File: src/rtl/sd_spi_pkg.sv
// Shared SD-over-SPI definitions: command indices, frame constants, sequencer
// state encoding and the byte-serial CRC7 step.
package sd_spi_pkg;

   localparam logic [5:0] CMD0   = 6'd0;
   localparam logic [5:0] CMD8   = 6'd8;
   localparam logic [5:0] CMD17  = 6'd17;
   localparam logic [5:0] CMD55  = 6'd55;
   localparam logic [5:0] ACMD41 = 6'd41;

   localparam logic [1:0] START_BITS = 2'b01;
   localparam logic [7:0] FILL_BYTE  = 8'hFF;

   // x^7 + x^3 + 1 with the x^7 term implied
   localparam logic [6:0] CRC7_POLY = 7'h09;

   typedef enum logic [2:0] {
      StIdle,
      StPre,
      StCmd,
      StWaitR1,
      StExt,
      StPost
   } seq_state_e;

   function automatic logic [6:0] crc7_update(logic [6:0] crc, logic [7:0] data);
      logic [6:0] c;
      logic       fb;
      c = crc;
      for (int i = 7; i >= 0; i--) begin
         fb = c[6] ^ data[i];
         c  = {c[5:0], 1'b0};
         if (fb) c = c ^ CRC7_POLY;
      end
      return c;
   endfunction

endpackage

File: src/rtl/sd_cmd_sequencer_if.sv
// Signal bundle between the SD controller / SPI shifter and the command sequencer.
interface sd_cmd_sequencer_if;

   logic        Start;
   logic [5:0]  CmdIndex;
   logic [31:0] CmdArg;
   logic        RespLen;
   logic        HoldCs;
   logic        ByteStrobe;
   logic [7:0]  RxByte;
   logic [7:0]  TxByte;
   logic        SpiEnable;
   logic        SdCsN;
   logic        Busy;
   logic        Done;
   logic [7:0]  R1;
   logic [31:0] RespData;
   logic        Timeout;

   modport master (
      output Start, CmdIndex, CmdArg, RespLen, HoldCs, ByteStrobe, RxByte,
      input  TxByte, SpiEnable, SdCsN, Busy, Done, R1, RespData, Timeout
   );

   modport slave (
      input  Start, CmdIndex, CmdArg, RespLen, HoldCs, ByteStrobe, RxByte,
      output TxByte, SpiEnable, SdCsN, Busy, Done, R1, RespData, Timeout
   );

endinterface

File: src/rtl/sd_crc7.sv
// Byte-serial CRC7 accumulator: one byte folded in per cycle on load, zeroed on clear.
module sd_crc7
   import sd_spi_pkg::*;
(
   input  logic       Clk,
   input  logic       Reset,
   input  logic       clear,
   input  logic       load,
   input  logic [7:0] data,
   output logic [6:0] crc
);

   logic [6:0] crc_q, crc_d;

   always_comb begin
      crc_d = crc_q;
      if (clear) begin
         crc_d = '0;
      end else if (load) begin
         crc_d = crc7_update(crc_q, data);
      end
   end

   always_ff @(posedge Clk) begin
      if (Reset) begin
         crc_q <= '0;
      end else begin
         crc_q <= crc_d;
      end
   end

   assign crc = crc_q;

endmodule

File: src/rtl/sd_cmd_sequencer.sv
// SD SPI-mode command engine: emits the 6-byte command frame byte by byte, polls for R1
// and optionally collects the 4-byte R3/R7 trailer, driving chip-select and clock enable.
module sd_cmd_sequencer
   import sd_spi_pkg::*;
#(
   parameter int unsigned TIMEOUT_BYTES = 8
) (
   input  logic               Clk,
   input  logic               Reset,
   sd_cmd_sequencer_if.slave  bus
);

   seq_state_e  state_q, state_d;

   logic [2:0]  byte_cnt_q, byte_cnt_d;
   logic [7:0]  wait_cnt_q, wait_cnt_d;
   logic [5:0]  idx_q, idx_d;
   logic [31:0] arg_q, arg_d;
   logic        resp_len_q, resp_len_d;
   logic        hold_cs_q, hold_cs_d;
   logic [7:0]  tx_q, tx_d;
   logic        spi_en_q, spi_en_d;
   logic        cs_n_q, cs_n_d;
   logic        busy_q, busy_d;
   logic        done_q, done_d;
   logic [7:0]  r1_q, r1_d;
   logic [31:0] resp_data_q, resp_data_d;
   logic        timeout_q, timeout_d;

   logic        crc_clear, crc_load;
   logic [7:0]  crc_data;
   logic [6:0]  crc;

   logic        start_ok;
   logic        strobe;
   logic        r1_hit;
   logic [7:0]  wait_inc;
   logic        wait_expired;
   logic [7:0]  next_cmd_byte;

   // A Start landing on the Done cycle is dropped, even though the FSM is already idle
   assign start_ok     = bus.Start && (state_q == StIdle) && !done_q;
   assign strobe       = bus.ByteStrobe;
   assign r1_hit       = !bus.RxByte[7];
   assign wait_inc     = wait_cnt_q + 8'd1;
   assign wait_expired = (wait_inc == 8'(TIMEOUT_BYTES));

   // byte_cnt_q names the frame byte just finished; select the one that follows it
   always_comb begin
      unique case (byte_cnt_q)
         3'd0:    next_cmd_byte = arg_q[31:24];
         3'd1:    next_cmd_byte = arg_q[23:16];
         3'd2:    next_cmd_byte = arg_q[15:8];
         3'd3:    next_cmd_byte = arg_q[7:0];
         default: next_cmd_byte = {crc, 1'b1};
      endcase
   end

   sd_crc7 u_crc7 (
      .Clk   (Clk),
      .Reset (Reset),
      .clear (crc_clear),
      .load  (crc_load),
      .data  (crc_data),
      .crc   (crc)
   );

   always_ff @(posedge Clk) begin
      if (Reset) begin
         state_q <= StIdle;
      end else begin
         state_q <= state_d;
      end
   end

   always_comb begin
      state_d = state_q;
      case (state_q)
         StIdle:   if (start_ok) state_d = StPre;
         StPre:    if (strobe) state_d = StCmd;
         StCmd:    if (strobe && byte_cnt_q == 3'd5) state_d = StWaitR1;
         StWaitR1: begin
            if (strobe) begin
               if (r1_hit) begin
                  state_d = resp_len_q ? StExt : StPost;
               end else if (wait_expired) begin
                  state_d = StPost;
               end
            end
         end
         StExt:    if (strobe && byte_cnt_q == 3'd3) state_d = StPost;
         StPost:   if (strobe) state_d = StIdle;
         default:  state_d = StIdle;
      endcase
   end

   always_comb begin
      byte_cnt_d  = byte_cnt_q;
      wait_cnt_d  = wait_cnt_q;
      idx_d       = idx_q;
      arg_d       = arg_q;
      resp_len_d  = resp_len_q;
      hold_cs_d   = hold_cs_q;
      tx_d        = tx_q;
      spi_en_d    = spi_en_q;
      cs_n_d      = cs_n_q;
      busy_d      = busy_q;
      done_d      = 1'b0;
      r1_d        = r1_q;
      resp_data_d = resp_data_q;
      timeout_d   = timeout_q;
      crc_clear   = 1'b0;
      crc_load    = 1'b0;
      crc_data    = next_cmd_byte;

      case (state_q)
         StIdle: begin
            if (start_ok) begin
               idx_d      = bus.CmdIndex;
               arg_d      = bus.CmdArg;
               resp_len_d = bus.RespLen;
               hold_cs_d  = bus.HoldCs;
               timeout_d  = 1'b0;
               busy_d     = 1'b1;
               cs_n_d     = 1'b0;
               spi_en_d   = 1'b1;
               tx_d       = FILL_BYTE;
               crc_clear  = 1'b1;
            end
         end
         StPre: begin
            if (strobe) begin
               tx_d       = {START_BITS, idx_q};
               crc_load   = 1'b1;
               crc_data   = {START_BITS, idx_q};
               byte_cnt_d = 3'd0;
            end
         end
         StCmd: begin
            if (strobe) begin
               byte_cnt_d = byte_cnt_q + 3'd1;
               if (byte_cnt_q == 3'd5) begin
                  tx_d       = FILL_BYTE;
                  wait_cnt_d = 8'd0;
               end else begin
                  tx_d     = next_cmd_byte;
                  // Only bytes 1..4 feed the CRC; byte 5 carries it
                  crc_load = (byte_cnt_q < 3'd4);
               end
            end
         end
         StWaitR1: begin
            if (strobe) begin
               if (r1_hit) begin
                  r1_d       = bus.RxByte;
                  byte_cnt_d = 3'd0;
               end else begin
                  wait_cnt_d = wait_inc;
                  if (wait_expired) begin
                     r1_d      = FILL_BYTE;
                     timeout_d = 1'b1;
                  end
               end
            end
         end
         StExt: begin
            if (strobe) begin
               resp_data_d = {resp_data_q[23:0], bus.RxByte};
               byte_cnt_d  = byte_cnt_q + 3'd1;
            end
         end
         StPost: begin
            if (strobe) begin
               spi_en_d = 1'b0;
               cs_n_d   = ~hold_cs_q;
               done_d   = 1'b1;
               busy_d   = 1'b0;
            end
         end
         default: ;
      endcase
   end

   always_ff @(posedge Clk) begin
      if (Reset) begin
         byte_cnt_q  <= 3'd0;
         wait_cnt_q  <= 8'd0;
         idx_q       <= 6'd0;
         arg_q       <= 32'd0;
         resp_len_q  <= 1'b0;
         hold_cs_q   <= 1'b0;
         tx_q        <= FILL_BYTE;
         spi_en_q    <= 1'b0;
         cs_n_q      <= 1'b1;
         busy_q      <= 1'b0;
         done_q      <= 1'b0;
         r1_q        <= FILL_BYTE;
         resp_data_q <= 32'd0;
         timeout_q   <= 1'b0;
      end else begin
         byte_cnt_q  <= byte_cnt_d;
         wait_cnt_q  <= wait_cnt_d;
         idx_q       <= idx_d;
         arg_q       <= arg_d;
         resp_len_q  <= resp_len_d;
         hold_cs_q   <= hold_cs_d;
         tx_q        <= tx_d;
         spi_en_q    <= spi_en_d;
         cs_n_q      <= cs_n_d;
         busy_q      <= busy_d;
         done_q      <= done_d;
         r1_q        <= r1_d;
         resp_data_q <= resp_data_d;
         timeout_q   <= timeout_d;
      end
   end

   assign bus.TxByte    = tx_q;
   assign bus.SpiEnable = spi_en_q;
   assign bus.SdCsN     = cs_n_q;
   assign bus.Busy      = busy_q;
   assign bus.Done      = done_q;
   assign bus.R1        = r1_q;
   assign bus.RespData  = resp_data_q;
   assign bus.Timeout   = timeout_q;

endmodule

File: src/flat_wrapper.sv
// flat-port wrapper written by rule: the top's interface ports become plain ports
module sd_cmd_sequencer_flat import sd_spi_pkg::*;
#(
   parameter int unsigned TIMEOUT_BYTES = 8
)
  (Clk, Reset, bus_Start, bus_CmdIndex, bus_CmdArg, bus_RespLen, bus_HoldCs, bus_ByteStrobe, bus_RxByte, bus_TxByte, bus_SpiEnable, bus_SdCsN, bus_Busy, bus_Done, bus_R1, bus_RespData, bus_Timeout);
  sd_cmd_sequencer_if bus_i ();
  input  logic Clk;
  input  logic Reset;
  input wire logic [$bits(bus_i.Start)-1:0] bus_Start;
  input wire logic [$bits(bus_i.CmdIndex)-1:0] bus_CmdIndex;
  input wire logic [$bits(bus_i.CmdArg)-1:0] bus_CmdArg;
  input wire logic [$bits(bus_i.RespLen)-1:0] bus_RespLen;
  input wire logic [$bits(bus_i.HoldCs)-1:0] bus_HoldCs;
  input wire logic [$bits(bus_i.ByteStrobe)-1:0] bus_ByteStrobe;
  input wire logic [$bits(bus_i.RxByte)-1:0] bus_RxByte;
  output wire logic [$bits(bus_i.TxByte)-1:0] bus_TxByte;
  output wire logic [$bits(bus_i.SpiEnable)-1:0] bus_SpiEnable;
  output wire logic [$bits(bus_i.SdCsN)-1:0] bus_SdCsN;
  output wire logic [$bits(bus_i.Busy)-1:0] bus_Busy;
  output wire logic [$bits(bus_i.Done)-1:0] bus_Done;
  output wire logic [$bits(bus_i.R1)-1:0] bus_R1;
  output wire logic [$bits(bus_i.RespData)-1:0] bus_RespData;
  output wire logic [$bits(bus_i.Timeout)-1:0] bus_Timeout;
  assign bus_i.Start = bus_Start;
  assign bus_i.CmdIndex = bus_CmdIndex;
  assign bus_i.CmdArg = bus_CmdArg;
  assign bus_i.RespLen = bus_RespLen;
  assign bus_i.HoldCs = bus_HoldCs;
  assign bus_i.ByteStrobe = bus_ByteStrobe;
  assign bus_i.RxByte = bus_RxByte;
  assign bus_TxByte = bus_i.TxByte;
  assign bus_SpiEnable = bus_i.SpiEnable;
  assign bus_SdCsN = bus_i.SdCsN;
  assign bus_Busy = bus_i.Busy;
  assign bus_Done = bus_i.Done;
  assign bus_R1 = bus_i.R1;
  assign bus_RespData = bus_i.RespData;
  assign bus_Timeout = bus_i.Timeout;
  sd_cmd_sequencer #(.TIMEOUT_BYTES(TIMEOUT_BYTES)) u_core (.Clk(Clk), .Reset(Reset), .bus(bus_i));
endmodule
File: config.mk
export PLATFORM = sky130hd
export DESIGN_NAME = sd_cmd_sequencer_flat
export DESIGN_NICKNAME = d
export VERILOG_FILES = /design/src/rtl/sd_spi_pkg.sv /design/src/rtl/sd_cmd_sequencer_if.sv /design/src/rtl/sd_crc7.sv /design/src/rtl/sd_cmd_sequencer.sv /design/src/flat_wrapper.sv
export SDC_FILE = /design/constraint.sdc
export NUM_CORES = 1
export LEC_CHECK = 0
export CORE_AREA = 2 2 141 143
export DETAILED_ROUTE_END_ITERATION = 7
export DIE_AREA = 0 0 143 145
export PLACE_DENSITY = 0.47
export SLEW_MARGIN = 0
export SYNTH_ARGS = -nofsm -noshare
export SYNTH_HDL_FRONTEND = slang
export SYNTH_HIERARCHICAL = 1
export SYNTH_SLANG_ARGS = --single-unit
File: constraint.sdc
create_clock -name Clk -period 3.6 [get_ports Clk]
set_input_delay 0.72 -clock Clk [delete_from_list [all_inputs] [get_ports Clk]]
set_output_delay 0.72 -clock Clk [all_outputs]
set_load 0.05 [all_outputs]
== Word-level counts from Yosys, hierarchy flattened ==
Index checks and enable logic that the tools add are counted.
Cells by class
  $add $sub $neg: 2
  order comparisons: 1
  equal/unequal tests: 24
  mux-type cells: 67
  bitwise operators: 18
  reduce and logical (&&, ||, !) cells: 24
Operators with widths (count)
  7-bit two-way mux: 14
  8-bit two-way mux: 12
  3-bit two-way mux: 11
  4-bit two-way mux: 8
  8-bit case mux with 4 select lines: 1
  8-bit case mux with 3 select lines: 1
  3-bit case mux with 6 select lines: 1
  2-bit inverter: 8
  8-bit case mux with 2 select lines: 1
  5-bit AND reduction: 3
  2-bit by 1-bit != test with 1-bit output (second input constant): 7
  1-bit two-way mux: 13
  3-bit by 2-bit == test with 1-bit output (second input constant): 4
  2-bit != test (second input constant): 6
  3-bit == test (second input constant): 3
  3-bit case mux with 3 select lines: 1
  8-bit by 1-bit adder with 8-bit output (second input constant): 1
  8-bit by 4-bit == test with 1-bit output (second input constant): 1
  1-bit case mux with 2 select lines: 4
  1-bit XOR: 8
  7-bit AND reduction: 1
  3-bit by 1-bit == test with 1-bit output (second input constant): 2
  3-bit zero test: 2
  3-bit AND reduction: 2
  other kinds (11): 21
Word-level totals
  flip-flop bits (word level): 113

== Longest topological paths before layout ==
Gate-level depths: netlist of the first run.
  depth after elaboration: 34
  mapped depth: 12
  mapped depth without buffers: 10

== Cells and area by module ==
Netlist of the first run, hierarchy kept.
Modules (own cells, without submodules)
  sd_cmd_sequencer: times used 1, cells each 605, area an instance 4645.7 um^2, sequential area each 2122.0 um^2
  sd_crc7: times used 1, cells each 47, area an instance 457.9 um^2, sequential area each 140.1 um^2

== Worst setup path after synthesis of the first run ==
Ideal clock, no wire load.
  kind: input port to flip-flop
  from: in bus_ByteStrobe
  to: reg u_core.u_crc7.crc_q[4] (netlist: u_core/u_crc7/crc[4])
  arrival: 2.679 ns
  data required time: 3.484 ns
  setup slack: 0.805 ns
  cell stages on the path: 11
  path through: buf_4 > and2_4 > buf_6 > nand2_1 > buf_1 > nor2_1 > a21oi_1 > xnor3_1 > xor2_1 > a21oi_1 > a31o_2
On the way
  cells in the longest elaborated chain, start to end: 16
  elaborated cells on any way between the ends: 24
RTL lines
  start: declaration: line flat_wrapper.sv:15  | input wire logic [$bits(bus_i.ByteStrobe)-1:0] bus_ByteStrobe;
  8-bit two-way mux *: line sd_cmd_sequencer.sv:132  | if (strobe) begin
  8-bit two-way mux *: line sd_cmd_sequencer.sv:116  | case (state_q)
  net u_core.crc_data[4]: line sd_cmd_sequencer.sv:31  | logic [7:0] crc_data;
  1-bit XOR *: line sd_spi_pkg.sv:31  | fb = c[6] ^ data[i];
  4-bit two-way mux *: line sd_spi_pkg.sv:33  | if (fb) c = c ^ CRC7_POLY;
  7-bit two-way mux *: line sd_crc7.sv:19  | end else if (load) begin
  7-bit two-way mux *: line sd_crc7.sv:17  | if (clear) begin
  4-bit two-way mux *: line sd_spi_pkg.sv:33
  7-bit two-way mux *: line sd_crc7.sv:19
  7-bit two-way mux *: line sd_crc7.sv:17
  4-bit two-way mux *: line sd_spi_pkg.sv:33
  7-bit two-way mux *: line sd_crc7.sv:19
  7-bit two-way mux *: line sd_crc7.sv:17
  2-bit inverter (no source line)
  4-bit two-way mux *: line sd_spi_pkg.sv:33
  7-bit two-way mux *: line sd_crc7.sv:19
  7-bit two-way mux *: line sd_crc7.sv:17
  end signal: assignment: line sd_crc7.sv:28  | crc_q <= crc_d;
  end: declaration: line sd_crc7.sv:13  | logic [6:0] crc_q, crc_d;
Mark *: on every way through the listed nets, which the timed path passes. The rest lies on a longest branch. The select of a mux whose other input is x is not followed.
A chain may end at the register's enable or synchronous reset.

== Worst setup path in the final report of the first run ==
  from: reg u_core.state_q[0]
  to: reg u_core.u_crc7.crc_q[4] (netlist: u_core/u_crc7/crc[4])
On the way
  cells in the longest elaborated chain, start to end: 16
  elaborated cells on any way between the ends: 29
RTL lines
  start: declaration: line sd_cmd_sequencer.sv:13  | seq_state_e state_q, state_d;
  start signal: assignment: line sd_cmd_sequencer.sv:70  | state_q <= StIdle;
  start signal: assignment: line sd_cmd_sequencer.sv:72  | state_q <= state_d;
  3-bit by 1-bit == test with 1-bit output *: line sd_cmd_sequencer.sv:116
  8-bit two-way mux *: line sd_cmd_sequencer.sv:116
  net u_core.crc_data[4]: line sd_cmd_sequencer.sv:31
  1-bit XOR *: line sd_spi_pkg.sv:31
  4-bit two-way mux *: line sd_spi_pkg.sv:33
  7-bit two-way mux *: line sd_crc7.sv:19
  7-bit two-way mux *: line sd_crc7.sv:17
  4-bit two-way mux *: line sd_spi_pkg.sv:33
  7-bit two-way mux *: line sd_crc7.sv:19
  7-bit two-way mux *: line sd_crc7.sv:17
  4-bit two-way mux *: line sd_spi_pkg.sv:33
  7-bit two-way mux *: line sd_crc7.sv:19
  7-bit two-way mux *: line sd_crc7.sv:17
  2-bit inverter (no source line)
  4-bit two-way mux *: line sd_spi_pkg.sv:33
  7-bit two-way mux *: line sd_crc7.sv:19
  7-bit two-way mux *: line sd_crc7.sv:17
Marks and branches as above.

==> results of run 1 <==
==> kinds of logic after synthesis <==
family / Yosys count / synth area share [%]
AND/OR/NAND/NOR: 259 / 22.14
buffers and inverters: 63 / 5.320
flip-flops: 113 / 44.32
AO/OA/AOI/OAI: 193 / 22.58
XOR/XNOR: 17 / 3.923
adder cells (fa/ha/maj): 7 / 1.716
==> worst max-delay path, cell delays in order, from the launching register on <==
cell and delay, ns:
dfxtp_1 0.73, and2_4 0.31, nand2_1 0.26, a21oi_1 0.40, xnor3_1 0.39, xor2_1 0.19
a21oi_1 0.09, a31o_2 0.23
==> routing by layer <==
metal	share of wire (%)	global-route usage [%]	up-vias
li1	-	-	2425
met1	43	17.31	2299
met2	47	24.09	128
met3	7.7	5.908	24
met4	2.0	5.446	0
met5	0	0	-
==> final timing paths <==
| path | from | end | slack (ns) | cells past startpoint |
|---|---|---|---|---|
| max | u_core/state_q[0]$_SDFFE_PP0P_ | u_core/u_crc7/crc[4]$_SDFFE_PP0P_ | 0.89 | 7 |
| min | u_core/arg_q[14]$_SDFFE_PP0P_ | u_core/arg_q[14]$_SDFFE_PP0P_ | 0.45 | 2 |
| max reg2reg | u_core/state_q[0]$_SDFFE_PP0P_ | u_core/u_crc7/crc[4]$_SDFFE_PP0P_ | 0.89 | 7 |
| min reg2reg | u_core/arg_q[14]$_SDFFE_PP0P_ | u_core/arg_q[14]$_SDFFE_PP0P_ | 0.45 | 2 |
==> synth_stat cells (all sizes together), types with 2 or more instances <==
master,count
a211o,6
a211oi,4
a21boi,2
a21o,2
a21oi,112
a222oi,7
a22oi,4
a31o,3
a31oi,8
and2,4
and3,6
and3b,2
buf,19
clkbuf,30
dfxtp,113
ha,7
inv,14
nand2,169
nand2b,6
nand3,10
nand4,3
nand4b,2
nor2,33
nor2b,5
nor3,5
o211ai,3
o21ai,22
o22ai,7
o311ai,6
or2,2
or3,4
xnor2,12
xor2,3
==> sequential cells by signal (all words and copies together) (netlist names) <==
name and flops:
u_core/u_crc7/crc 7, u_core/bus.Busy 1, u_core/bus.Done 1, u_core/bus.Timeout 1
u_core/bus.RespData 32, u_core/hold_cs_q 1, u_core/bus.R1 8, u_core/arg_q 32
u_core/byte_cnt_q 3, u_core/wait_cnt_q 8, u_core/bus.TxByte 8, u_core/state_q 3
u_core/idx_q 6, u_core/bus.SdCsN 1, u_core/resp_len_q 1
==> final cells by class <==
cell class	instances	share of cell area, %
Inverter	14	0.7549
Tap cell	265	4.763
Multi-Input combinational cell	476	36.95
Timing Repair Buffer	114	16.18
Clock buffer	23	7.009
Clock inverter	9	1.851
Sequential cell	113	32.49
==> through the flow <==
stage / util (%) / total power, W
finish: 36.25 / 0.003553
global route: 36.25 / 0.003695
CTS: 36.25 / 0.003597
detailed placement: 33.03 / 0.001828
global placement: 33.03 / 0.001821
floorplan: - / 0.001669
==> power by group <==
group	switching, W	internal (W)
registers	0.0000454	0.00131
logic	0.000254	0.000194
clock network	0.000596	0.00116
total	0.000896	0.00266
==> results.yml, run 1 <==
final_layout:
  drive_gt1_share_pct: 7.343
  final_common_cell: "nand2_1"
  seqCellArea_um2: 2262
  antennaDiodeCount: 0
  multi_input_area_um2: 2572
  area_growth_pct: 36.41
  number_of_inserted_filler_cells_in_the_final_layout: 1973
  nNetsFinal: 795
  stdcell_count: 1014
  layout_common_cells: "169 x nand2_1, 113 x dfxtp_1, 112 x a21oi_1"
  layout.cell_area.non_filler_um2: 6962
yosys:
  ys_async_sr_fraction_pct: 0
  synth-edff-count: 0
  ys.flop_type: "dfxtp_1"
  syn_inst: 652
  syn-mean-instance-area_um2: 7.828
  post_synth_main_area_contributors: "dfxtp_1 44%, nand2_1 12%, a21oi_1 11%"
  post_synthesis_sequential_area_ratio_pct: 44.32
  syn_area_um2: 5104
  synth_top_area_share_pct: 44.32
  ys_types: 58
  synthDominantAreaCellType: "dfxtp_1"
  synth_warnings: 6
  syn-num-nets: 711
  ys_seq_elements: 113
worst_hold_path:
  min_path_type: "reg2reg"
critical_path:
  worstSetupEndpointType: "flop"
  critical_path.startpoint_type: "flop"
  required_ns: 3.91
  arrival_ns: 3.02
  criticalPathCategory: "reg2reg"
  critPathMaxFanout: 21
sta:
  final_count_of_hold_timing_violations: 0
  worst_max_slew_pin_slew_ns: 0.6924
  timing.fmax_ghz: 0.3687
  timing.final.crit_share_pct: 75.34
  rsz0062_at_grt: "false"
  slew_hr_pct: 53.64
  tns_ns: 0
  min_period_ns: 2.712
  finClkSkew_ns: 0.007670
  whs_ns: 0.4536
  post-route-worst-setup-slack_ns: 0.8876
  timing.final.max_slew_violations: 0
  setup_viol: 0
placement:
  buffer_ports.inserted: 104
  hpwl_um: 10560
  place_area_um2: 6345
  placed_cells: 982
  post-place-ws_ns: 0.5526
  routabilityCongestion: 0.8350
floorplanning:
  die-area_um2: 20740
  num_rows: 51
  die_w_um: 143
  fp.dieH_um: 145
  initial_core_util_pct: 26.57
  ioPinCount: 105
  core_area_um2: 19210
clock_tree:
  cts.root.buffer_cell: "clkbuf_16"
  postCtsSetupRepairBufs: 0
  cts_resized: 0
  worst_skew_pair.late_latency_ns: 0.42
  cts_htree_levels: 4
  clock_sink_count: 113
  number_of_buffers_added_by_the_clock_tree_synthesis_step: 17
  cts_max_path_buffers: 2
  cts_tree: "built"
  reg_clk_slew_reported_paths_ns: 0.05
  cts_hold_buffers: 0
drt:
  wl_per_cell_um: 15.18
  routed_via_density: 4.809
  wirelength_um: 15390
  dr_total_vias: 4876
  detail-route-antenna-nets: 0
  drt_drc_violations_left: 0
  detailedRoute.firstPassIterationCount: 5
  first_iter_violations: 282
status:
  outcome: "finished clean"
power_and_ir_drop:
  power.density_nw_per_um2: 510.4
  worst_supply_voltage_drop_on_vdd_mv: 0.3418
  p_leak_nw: 2.533
global_routing:
  grt_first_pass_wirelength_um: 24430
  overall_fraction_of_global_route_tracks_in_use_pct: 14.75
  antenna_found_initial: 0
  grt_remaining_overflow: 0
  pin_count_of_the_biggest_net_entering_global_routing: 60
  first_global_vias: 4861
job:
  cap_viol_max_count: 0
(Power assumes the default switching activity.)
==> run 2, diff against run 1 <==
- PLACE_DENSITY: 0.47 -> 0.49
- clock period: 3.6 -> 2.4 ns (I/O delays scaled with it)
==> run 2 against run 1 <==
  * Core utilization rose by 1.7 points
  * Clock skew increased by 0.0046 ns
  * Clock-buffer cell count down 6
  * Sequential power grew 50%
  * Register-to-register slack got worse by 0.79 ns
  * Critical endpoint is now u_core/u_crc7/crc[6]$_SDFFE_PP0P_
  * Cell area grew 4.6%
  * Via count fell by 0.78%
==> results.yml, run 2 (synthesized netlist as in run 1, its figures left out) <==
sta:
  post-route-worst-setup-slack_ns: 0.09106
  min_period_ns: 2.309
  timing.final.crit_share_pct: 96.21
  finClkSkew_ns: 0.01224
  worst_max_slew_pin_slew_ns: 0.7295
  final_count_of_hold_timing_violations: 0
  slew_hr_pct: 51.15
  timing.fmax_ghz: 0.4331
  setup_viol: 0
  rsz0062_at_grt: "true"
  timing.final.max_slew_violations: 0
drt:
  wirelength_um: 15520
  routed_via_density: 4.639
  dr_total_vias: 4838
  drt_drc_violations_left: 0
  detail-route-antenna-nets: 0
  wl_per_cell_um: 14.88
  detailedRoute.firstPassIterationCount: 4
  first_iter_violations: 252
critical_path:
  ff2ff_path_depth: 10
  worstPathCellList: "clkdlybuf4s50_1 -> and2_4 -> nand2_1 -> buf_4 -> nor2_1 -> a21oi_2 -> xnor2_2 -> xor3_1 -> a31o_2"
  critical_path.slowest_cell: "clkdlybuf4s50_1"
  arrival_ns: 2.61
  critical_path.reg2reg.endpoint: "u_core/u_crc7/crc[4]$_SDFFE_PP0P_"
  criticalPathCategory: "in2reg"
  required_ns: 2.70
  r2r-start: "u_core/byte_cnt_q[1]$_SDFFE_PP0P_"
  critical_path.startpoint_type: "primary input"
  timing.reg2reg.setup_slack_ns: 0.10
  worstSetupEndpointType: "flop"
  critPathMaxFanout: 8
  critPathMaxStageDelay_ns: 0.52
global_routing:
  antenna_found_initial: 0
  first_global_vias: 4974
  grt_first_pass_wirelength_um: 25000
  grt_remaining_overflow: 0
  pin_count_of_the_biggest_net_entering_global_routing: 45
  overall_fraction_of_global_route_tracks_in_use_pct: 15.21
floorplanning:
  fp.dieH_um: 145
  ioPinCount: 105
  num_rows: 51
  initial_core_util_pct: 26.57
  core_area_um2: 19210
  die-area_um2: 20740
  die_w_um: 143
clock_tree:
  cts_max_path_buffers: 2
  cts.root.buffer_cell: "clkbuf_16"
  number_of_buffers_added_by_the_clock_tree_synthesis_step: 17
  cts_tree: "built"
  worst_skew_pair.late_latency_ns: 0.42
  clock_sink_count: 113
  cts_htree_levels: 4
  cts_hold_buffers: 0
  reg_clk_slew_reported_paths_ns: 0.06
final_layout:
  drive_gt1_share_pct: 13.37
  number_of_inserted_filler_cells_in_the_final_layout: 1981
  final_common_cell: "nand2_1"
  antennaDiodeCount: 0
  layout.cell_area.non_filler_um2: 7282
  layout_common_cells: "168 x nand2_1, 111 x dfxtp_1, 107 x a21oi_1"
  area_growth_pct: 42.68
  nNetsFinal: 824
power_and_ir_drop:
  power.density_nw_per_um2: 750.5
  worst_supply_voltage_drop_on_vdd_mv: 0.4540
  p_leak_nw: 2.684
placement:
  place_area_um2: 6549
  buffer_ports.inserted: 104
  hpwl_um: 10930
  routabilityCongestion: 0.7804
  post-place-ws_ns: -0.2140
status:
  outcome: "finished clean"
worst_hold_path:
  worst_hold_startpoint: "Reset"
  hold-path-endpoint: "u_core/wait_cnt_q[5]$_SDFFE_PP0P_"
  min_path_type: "in2reg"
  worst_hold_path_depth: 2
job:
  cap_viol_max_count: 0
run 2: area by class of cell:
class / count / area, um^2 / area share [%]
clock buffers: 17 / 425.4 / 5.842
inverters: 14 / 55.05 / 0.7560
repair buffers: 143 / 1360 / 18.68
multi-input cells: 476 / 2633 / 36.15
well taps: 265 / 331.6 / 4.553
clock inverters: 15 / 207.7 / 2.852
flip-flops and latches: 113 / 2270 / 31.17
run 2: worst max path at each step:
stage                                           start                           endpoint  slack [ns]
floorplan           u_core/byte_cnt_q[2]$_SDFFE_PP0P_  u_core/u_crc7/crc[4]$_SDFFE_PP0P_        0.03
global placement                       bus_ByteStrobe  u_core/u_crc7/crc[3]$_SDFFE_PP0P_       -0.19
detailed placement                     bus_ByteStrobe  u_core/u_crc7/crc[4]$_SDFFE_PP0P_       -0.21
CTS                 u_core/byte_cnt_q[0]$_SDFFE_PP0P_  u_core/u_crc7/crc[4]$_SDFFE_PP0P_       0.008
global route        u_core/byte_cnt_q[0]$_SDFFE_PP0P_  u_core/u_crc7/crc[6]$_SDFFE_PP0P_       -0.02
finish                                 bus_ByteStrobe  u_core/u_crc7/crc[6]$_SDFFE_PP0P_        0.09
run 2: layer usage:
layer,global-route usage (%),vias to the layer above,part of all wire (%)
li1,-,2468,-
met5,0,-,0
met3,5.644,13,7.1
met4,5.198,0,1.1
met1,18.67,2251,44
met2,24.38,106,48
run 2: repair_timing:
action	4_1_cts	5_1_grt
gates resized for setup	3	24
pin swaps	5	21
endpoints found under the setup margin	3	6
setup buffers	2	2
run 2: worst max-delay path: cells and delay by family:
family,cells,cell delay (ns)
AO/OA/AOI/OAI,2,0.31
XOR/XNOR,2,0.60
buffers and inverters,2,0.76
AND/OR/NAND/NOR,3,0.47
run 2: through the flow:
stage	total power, W	TNS, ns	hold slack (ns)	cells	utilization (%)
2_1_floorplan	0.002505	0	0.4330	652	-
3_3_place_gp	0.002788	-0.7404	0.4488	1007	34.10
3_5_place_dp	0.002792	-0.9028	0.4488	1007	34.10
4_1_cts	0.005530	0	0.4503	1041	37.50
5_1_grt	0.005701	-0.03279	0.4762	1043	37.91
6_report	0.005465	0	0.4509	1043	37.91
run 2: power by group:
group / switching (W) / internal, W / leakage [nW]
sequential: 0.0000639 / 0.00196 / 0.921
clock: 0.000949 / 0.00175 / 0.296
combinational: 0.000403 / 0.000346 / 1.47
total: 0.00142 / 0.00405 / 2.68
==> run 3, diff against run 2 <==
- CAP_MARGIN: unset -> 10
- CTS_CLUSTER_DIAMETER: unset -> 40
- SKIP_CTS_REPAIR_TIMING: unset -> 1
==> run 3 against run 2 <==
  * Clock power about the same
  * Power barely moved
  * Hold slack worse by 0.0021 ns
  * Combinational power decreased by 0.5%
  * Worst setup slack better by 0.015 ns
  * Cell area fell by 0.12%
  * Fmax up 0.65%
  * Cell count is 0.19% lower
  * Flip-flop and latch count unchanged
  * Non-clock buffer count down 2
  * Register-to-register slack hardly changed
  * Critical path type is now reg2reg
  * Highest routed layer unchanged
==> results.yml, run 3 (synthesized netlist as in run 1, its figures left out) <==
drt:
  routed_via_density: 4.669
  detailedRoute.firstPassIterationCount: 5
  drt_drc_violations_left: 0
  wl_per_cell_um: 14.97
  first_iter_violations: 228
  dr_total_vias: 4860
  wirelength_um: 15580
  detail-route-antenna-nets: 0
final_layout:
  layout_common_cells: "167 x nand2_1, 111 x dfxtp_1, 106 x a21oi_1"
  final_common_cell: "nand2_1"
  seqCellArea_um2: 2270
  multi_input_area_um2: 2639
  antennaDiodeCount: 0
  nNetsFinal: 822
  drive_gt1_share_pct: 13.40
  number_of_inserted_filler_cells_in_the_final_layout: 1985
  area_growth_pct: 42.51
critical_path:
  critPathMaxFanout: 4
  crit_buf_inv: 2
  critical_path.startpoint_type: "flop"
  timing.critical_path.max_delay_family: "compound AO/OA/AOI/OAI gates"
  timing.reg2reg.setup_slack_ns: 0.11
  critical_path.slowest_cell: "xor3_1"
  arrival_ns: 2.60
  r2r-start: "u_core/byte_cnt_q[1]$_SDFFE_PP0P_"
  ff2ff_path_depth: 10
  critical_path.reg2reg.endpoint: "u_core/u_crc7/crc[6]$_SDFFE_PP0P_"
  worstSetupEndpointType: "flop"
  setup.worst_path.start: "u_core/byte_cnt_q[1]$_SDFFE_PP0P_"
  criticalPathCategory: "reg2reg"
  critPathMaxStageDelay_ns: 0.37
  required_ns: 2.70
  worstPathCellList: "inv_2 -> ha_4 -> buf_6 -> a222oi_1 -> nand2_2 -> o21ai_2 -> a21oi_2 -> xnor2_2 -> xor3_1 -> a31o_2"
clock_tree:
  clock_sink_count: 113
  worst_skew_pair.late_latency_ns: 0.42
  cts_max_path_buffers: 2
  cts_htree_levels: 4
  cts.root.buffer_cell: "clkbuf_16"
  cts_tree: "built"
  reg_clk_slew_reported_paths_ns: 0.06
  number_of_buffers_added_by_the_clock_tree_synthesis_step: 17
sta:
  timing.final.crit_share_pct: 95.58
  timing.final.max_slew_violations: 0
  rsz0062_at_grt: "true"
  finClkSkew_ns: 0.01156
  timing.fmax_ghz: 0.4359
  post-route-worst-setup-slack_ns: 0.1061
  final_count_of_hold_timing_violations: 0
  slew_hr_pct: 50.55
  worst_max_slew_pin_slew_ns: 0.7384
  setup_viol: 0
  min_period_ns: 2.294
  tns_ns: 0
placement:
  hpwl_um: 10930
  routabilityCongestion: 0.7804
  buffer_ports.inserted: 104
  post-place-ws_ns: -0.2140
floorplanning:
  die_w_um: 143
  ioPinCount: 105
  num_rows: 51
  core_area_um2: 19210
  initial_core_util_pct: 26.57
  fp.dieH_um: 145
  die-area_um2: 20740
global_routing:
  pin_count_of_the_biggest_net_entering_global_routing: 45
  grt_first_pass_wirelength_um: 24900
  first_global_vias: 4950
  grt_remaining_overflow: 0
  antenna_found_initial: 0
  overall_fraction_of_global_route_tracks_in_use_pct: 15.15
power_and_ir_drop:
  worst_supply_voltage_drop_on_vdd_mv: 0.4609
  power.density_nw_per_um2: 751.4
  p_leak_nw: 2.675
worst_hold_path:
  min_path_type: "in2reg"
  hold-path-endpoint: "u_core/wait_cnt_q[5]$_SDFFE_PP0P_"
  worst_hold_path_depth: 2
  worst_hold_startpoint: "Reset"
job:
  cap_viol_max_count: 0
status:
  outcome: "finished clean"
[run 3: area by class of cell]
class	instances	share of cell area [%]
multi-input combinational	476	36.28
sequential	113	31.21
timing repair buffer	141	18.49
clock buffer	17	5.849
tap	265	4.559
clock inverter	15	2.856
inverter	14	0.7569
[run 3: per-stage QoR]
stage	total power, W	hold slack (ns)	area, um^2	cells	util (%)
finish	0.005465	0.4488	7273	1041	37.87
global route	0.005696	0.4762	7273	1041	37.87
CTS	0.005524	0.4503	7182	1039	37.39
detailed placement	0.002792	0.4488	6549	1007	34.10
global placement	0.002788	0.4488	6549	1007	34.10
floorplan	0.002505	0.4330	5110	652	-
[run 3: worst max path at each step]
| stage | slack [ns] | to | depth (start not counted) |
|---|---|---|---|
| floorplan | 0.03 | u_core/u_crc7/crc[4]$_SDFFE_PP0P_ | 12 |
| global placement | -0.19 | u_core/u_crc7/crc[3]$_SDFFE_PP0P_ | 10 |
| detailed placement | -0.21 | u_core/u_crc7/crc[4]$_SDFFE_PP0P_ | 9 |
| CTS | -0.07 | u_core/u_crc7/crc[4]$_SDFFE_PP0P_ | 11 |
| global route | -0.03 | u_core/u_crc7/crc[6]$_SDFFE_PP0P_ | 10 |
| finish | 0.11 | u_core/u_crc7/crc[6]$_SDFFE_PP0P_ | 10 |
[run 3: worst register-to-register path, stage by stage (launching register included)]
cell      delay [ns]
dfxtp_4         0.36
inv_2           0.05
ha_4            0.17
buf_6           0.11
a222oi_1        0.36
nand2_2         0.13
o21ai_2         0.08
a21oi_2         0.08
xnor2_2         0.23
xor3_1          0.37
a31o_2          0.25
[run 3: layer usage]
metal | up-vias | track usage (%) | part of all wire (%)
met4 | 0 | 5.198 | 1.5
li1 | 2465 | - | -
met1 | 2270 | 18.59 | 45
met2 | 107 | 24.28 | 47
met5 | - | 0 | 0
met3 | 18 | 5.644 | 6.5
[run 3: power breakdown]
part,total (W),switching (W),internal (W),leakage [nW]
registers,0.00202,0.0000641,0.00196,0.921
logic,0.000745,0.000403,0.000342,1.46
clock network,0.00270,0.000954,0.00175,0.296
